**config.mk**
```make
export PLATFORM = sky130hd
export DESIGN_NAME = pwm_capture
export DESIGN_NICKNAME = d
export VERILOG_FILES = /design/src/rtl/pwm_defs.sv /design/src/rtl/pwm_sync_edge.sv /design/src/rtl/pwm_capture.sv
export SDC_FILE = /design/constraint.sdc
export NUM_CORES = 1
export LEC_CHECK = 0
export CAP_MARGIN = 15
export CORE_UTILIZATION = 50
export DETAILED_ROUTE_END_ITERATION = 8
export PLACE_DENSITY = 0.81
export SETUP_SLACK_MARGIN = 0.15
export SYNTH_ARGS = -nofsm -noshare
export SYNTH_HDL_FRONTEND = slang
export SYNTH_SLANG_ARGS = --single-unit
```
**constraint.sdc**
```tcl
create_clock -name CLK -period 7 [get_ports CLK]
set_clock_uncertainty 0.2 [all_clocks]
set_input_delay 0.7 -clock CLK [delete_from_list [all_inputs] [get_ports CLK]]
set_output_delay 0.7 -clock CLK [all_outputs]
set_load 0.03 [all_outputs]
```
**src/rtl/pwm_defs.sv**
```systemverilog
// Definitions shared by the PWM generator and the PWM capture block.
package pwm_defs;

    localparam int PWM_W    = 13;
    localparam int PWM_FREQ = 4000;

    typedef enum logic [1:0] {
        ST_IDLE  = 2'd0,
        ST_FIRST = 2'd1,
        ST_MEAS  = 2'd2
    } state_e;

endpackage

```
**src/rtl/pwm_sync_edge.sv**
```systemverilog
// Two-flop synchronizer for an asynchronous pin, plus a registered edge pulse
// that is aligned with the first cycle of the new synchronized level.
module pwm_sync_edge #(
    parameter bit FALL = 1'b1
) (
    input  logic clk_i,
    input  logic rst_i,
    input  logic pin_i,
    output logic level_o,
    output logic edge_o
);

    logic meta_q, sync_q, level_q, edge_q;

    // Flops reset high so that a released reset never looks like a falling edge.
    always_ff @(posedge clk_i or posedge rst_i) begin
        if (rst_i) begin
            meta_q  <= 1'b1;
            sync_q  <= 1'b1;
            level_q <= 1'b1;
            edge_q  <= 1'b0;
        end else begin
            meta_q  <= pin_i;
            sync_q  <= meta_q;
            level_q <= sync_q;
            edge_q  <= FALL ? (level_q & ~sync_q) : (~level_q & sync_q);
        end
    end

    assign level_o = level_q;
    assign edge_o  = edge_q;

endmodule

```
**src/rtl/pwm_capture.sv**
```systemverilog
// Measures period and low-time of an active-low PWM input once per cycle and
// reports the low-time ramp direction, rollover and a stuck-input condition.
module pwm_capture
    import pwm_defs::*;
#(
    parameter int           W   = PWM_W,
    parameter logic [W-1:0] TMO = 13'd8191
) (
    input  logic         CLK,
    input  logic         RST,
    input  logic         PWM_IN,
    output logic [W-1:0] PERIOD,
    output logic [W-1:0] LOW_CNT,
    output logic         VALID,
    output logic         DIR,
    output logic         WRAP,
    output logic         STUCK
);

    localparam logic [W-1:0] CNT_MAX = '1;

    logic s, fe;

    pwm_sync_edge #(.FALL(1'b1)) u_sync (
        .clk_i   (CLK),
        .rst_i   (RST),
        .pin_i   (PWM_IN),
        .level_o (s),
        .edge_o  (fe)
    );

    state_e       state_q, state_d;
    logic [W-1:0] cnt_per_q, cnt_per_d;
    logic [W-1:0] cnt_low_q, cnt_low_d;
    logic [W-1:0] prev_low_q, prev_low_d;
    logic [W-1:0] period_q, period_d;
    logic [W-1:0] low_q, low_d;
    logic         valid_q, valid_d;
    logic         dir_q, dir_d;
    logic         wrap_q, wrap_d;
    logic         stuck_q, stuck_d;

    logic [W-1:0] new_period;
    logic [W-1:0] delta;
    logic         timeout;

    assign new_period = (cnt_per_q == CNT_MAX) ? CNT_MAX : cnt_per_q + W'(1);
    assign delta      = (cnt_low_q >= prev_low_q) ? cnt_low_q - prev_low_q
                                                  : prev_low_q - cnt_low_q;
    assign timeout    = (cnt_per_q == TMO - W'(1));

    always_comb begin
        // NOTE: every signal driven here gets a default first, so no path can infer a latch.
        cnt_per_d  = (cnt_per_q == CNT_MAX) ? cnt_per_q : cnt_per_q + W'(1);
        cnt_low_d  = (!s && cnt_low_q != CNT_MAX) ? cnt_low_q + W'(1) : cnt_low_q;
        state_d    = state_q;
        prev_low_d = prev_low_q;
        period_d   = period_q;
        low_d      = low_q;
        valid_d    = 1'b0;
        dir_d      = dir_q;
        wrap_d     = 1'b0;
        stuck_d    = stuck_q;

        if (fe) begin
            cnt_per_d = '0;
            cnt_low_d = W'(1);
            stuck_d   = 1'b0;
            if (state_q == ST_IDLE) begin
                state_d = ST_FIRST;
            end else begin
                state_d    = ST_MEAS;
                period_d   = new_period;
                low_d      = cnt_low_q;
                prev_low_d = cnt_low_q;
                valid_d    = 1'b1;
                // A jump larger than half a period can only be the ramp rolling over.
                if (state_q == ST_MEAS) begin
                    if (delta > (new_period >> 1)) begin
                        wrap_d = 1'b1;
                    end else if (cnt_low_q > prev_low_q) begin
                        dir_d = 1'b1;
                    end else if (cnt_low_q < prev_low_q) begin
                        dir_d = 1'b0;
                    end
                end
            end
        end else if (timeout) begin
            state_d  = ST_IDLE;
            stuck_d  = 1'b1;
            period_d = '0;
            low_d    = s ? '0 : CNT_MAX;
        end
    end

    always_ff @(posedge CLK or posedge RST) begin
        if (RST) begin
            state_q    <= ST_IDLE;
            cnt_per_q  <= '0;
            cnt_low_q  <= '0;
            prev_low_q <= '0;
            period_q   <= '0;
            low_q      <= '0;
            valid_q    <= 1'b0;
            dir_q      <= 1'b1;
            wrap_q     <= 1'b0;
            stuck_q    <= 1'b0;
        end else begin
            state_q    <= state_d;
            cnt_per_q  <= cnt_per_d;
            cnt_low_q  <= cnt_low_d;
            prev_low_q <= prev_low_d;
            period_q   <= period_d;
            low_q      <= low_d;
            valid_q    <= valid_d;
            dir_q      <= dir_d;
            wrap_q     <= wrap_d;
            stuck_q    <= stuck_d;
        end
    end

    assign PERIOD  = period_q;
    assign LOW_CNT = low_q;
    assign VALID   = valid_q;
    assign DIR     = dir_q;
    assign WRAP    = wrap_q;
    assign STUCK   = stuck_q;

endmodule

```
==> results_dict.tcl <==
set metrics [dict create \
    cap_viol_max_count 0 \
    ys_types 56 \
    wl_per_cell_um 16.3 \
    nFillCells 752 \
    grt_max_degree 76 \
    diodes 0 \
    antenna_found_initial 0 \
    start_util_pct 51.8 \
    synth_top_cell_area_share_pct 39.4 \
    grt_first_pass_wirelength_mm 17.6 \
    async_reset_ff_share_pct 100 \
    fmax_mhz 197 \
    avgSynthCellArea_um2 9.31 \
    path_class "reg -> reg" \
    htree_levels 3 \
    ys_seq_area_share_pct 41.7 \
    grt_pass1_vias 3703 \
    clk_pin_slew_ps 80 \
    cts_buffers 9 \
    switching_power_w 0.000846 \
    wl_mm 10.2 \
    ys_ff_latch 75 \
    ctsResizeCount 0 \
    drt_iter0_markers 143 \
    power_density_nw_per_um2 405 \
    setup_viol 0 \
    finalCriticalPeriod_ps 5070 \
    finalWorstSetupSlack_ps 1930 \
    arrival_ps 5150 \
    setup_tns_ps 0 \
    dr.pass1.iters 4 \
    track_usage_pct 23.2 \
    routabilityCongestion 0.885 \
    clockRootBuffer "clkbuf_8" \
    post-route-period-util_pct 72.4 \
    yosys_warnings 0 \
    drc 0 \
    rsz0062_at_grt "no" \
    clk_path_buf_depth 2 \
    combPwrFrac_pct 57.7 \
    die_y_um 97.0 \
    placed_area_um2 4890 \
    start_kind "register" \
    synthFlopType "dfrtp_1" \
    hold_buffers 0 \
    hold_viol 0 \
    port_buffers 32 \
    dp_slack_ps 2010 \
    power_leakage_nw 2.39 \
    core_area_um2 8720 \
    vias 3603 \
    layout-drive-gt1-share_pct 6.98 \
    drtAntennaViolNets 0 \
    clock_sinks 75 \
    hold_path_class "reg -> reg" \
    synthCells 485 \
    cp.required_ps 7080 \
    status "complete, no violations" \
    p_seq_share_pct 25.1 \
    dp.final_hpwl_mm 7.44 \
    synth_edf_count 0 \
    io_pins 33 \
    clock_power_share_pct 17.3 \
    stdcell_area_um2 5100 \
    vdd_drop_max_mv 0.199 \
    cts_tree "yes" \
    area_growth_pct 12.9 \
    routed_via_density 5.77 \
    max_slew_margin_pct 37.3 \
    critPathMaxStageDelay_ps 610 \
    power_switching_share_pct 41.0 \
    crit_family "simple AND/OR/NAND/NOR gates" \
    die-area_um2 9410 \
    tightest_slew_ps 941 \
    synth_top_area_cell "dfrtp_1" \
    crit_path_max_fanout 14 \
    final_common_cell "dfrtp_1" \
    ys_top_cells_by_area "dfrtp_1 39%, ha_1 11%, xnor2_1 4.7%" \
    cts_setup_buffers 0 \
    clkLatencyLatePin_ps 350 \
    overflow 0 \
    layout_common_cells "71 x dfrtp_1, 55 x nand2_1, 53 x nor2_1" \
    whs_ps 161 \
    nNetsFinal 557 \
    crit_chain "inv_1 -> ha_1 -> and2_1 -> a22oi_1 -> nand4b_1 -> a21oi_2 -> and2_1 -> mux2_2 -> a21oi_1 -> xnor2_1 -> ha_1 -> nand3_1 -> nor4_1 -> o21ai_0 -> a21oi_1 -> nand2_1 -> o221ai_1 -> o22ai_1" \
    syn_nets 530 \
    timing.critical_path.to_type "register" \
    rows 34 \
    p_int_w 0.00122 \
    synth_area_um2 4510 \
    maxSlewViolCount 0 \
    critPathBufInv 1 \
    slowest_stage "and2_1" \
    die_w_um 97.0 \
]
==> power groups by stage <==
stage	clock network, W	registers, W	logic (W)
6_report	0.000356	0.000518	0.00119
5_1_grt	0.000383	0.000525	0.00136
4_1_cts	0.000367	0.000518	0.00119
3_5_place_dp	0	0.000526	0.00118
3_3_place_gp	0	0.000523	0.00115
2_1_floorplan	0	0.000556	0.000947
==> flip-flops by register name, summed over array words and instances (netlist names), 2 cells and up <==
signal	count
cnt_per_q	13
prev_low_q	13
cnt_low_q	13
LOW_CNT	13
PERIOD	13
state_q	2
==> cell usage after synthesis, drive strengths merged (5+ instances only) <==
master	number
a21oi	24
buf	7
nand4	5
and2	5
ha	40
nand2	55
nor2	53
mux2i	9
dfrtp	71
o21ai	37
a21o	9
xnor2	24
inv	35
clkbuf	14
and3	10
a221o	13
nand3	14
xor2	6
==> layer usage <==
layer / wire (um) / part of all wire, % / GRT usage (%) / up-vias
li1: - / - / - / 1737
met1: 4500 / 44 / 28.2 / 1768
met2: 5110 / 50 / 41.3 / 84
met3: 403 / 4.0 / 4.41 / 14
met5: 0 / 0 / 0 / -
met4: 139 / 1.4 / 6.89 / 0
==> per-stage QoR <==
step,power (W),utilization [%],instances
floorplan,0.00150,-,485
global placement,0.00167,56.1,609
detailed placement,0.00171,56.1,609
CTS,0.00208,58.4,624
global route,0.00227,58.4,624
finish,0.00207,58.4,624
==> final timing paths <==
kind / slack [ps] / startpoint / cells after the start / to
max: 1930 / cnt_low_q[4]$_DFFE_PP0P_ / 18 / DIR$_DFFE_PP1P_
min: 160 / u_sync.meta_q$_DFF_PP1_ / 0 / u_sync.sync_q$_DFF_PP1_
max reg2reg: 1930 / cnt_low_q[4]$_DFFE_PP0P_ / 18 / DIR$_DFFE_PP1P_
min reg2reg: 160 / u_sync.meta_q$_DFF_PP1_ / 0 / u_sync.sync_q$_DFF_PP1_
max in group asynchronous: 5230 / RST / 3 / LOW_CNT[8]$_DFFE_PP0P_
min in group asynchronous: 760 / RST / 3 / STUCK$_DFFE_PP0P_
==> cell families (layout without fill, tap and decap cells) <==
group	after synthesis	after routing	share of synthesized area, %
and+or+nand+nor	157	157	15.6
buffers and inverters	57	88	5.68
DFF	75	75	41.7
xor gates and xnor gates	30	30	5.82
adders and majority gates	42	42	12.0
AOI/OAI and AO/OA	113	113	16.7
muxes	11	11	2.49
==> cell type report <==
cell class | count | area (um^2) | share of cell area [%]
multi-input cells | 353 | 2380 | 46.7
flip-flops and latches | 75 | 1880 | 36.9
repair buffers | 37 | 358 | 7.02
inverters | 36 | 135 | 2.65
well taps | 108 | 135 | 2.65
clock buffers | 10 | 128 | 2.50
clock inverters | 5 | 78.8 | 1.55
(Power assumes the default switching activity.)
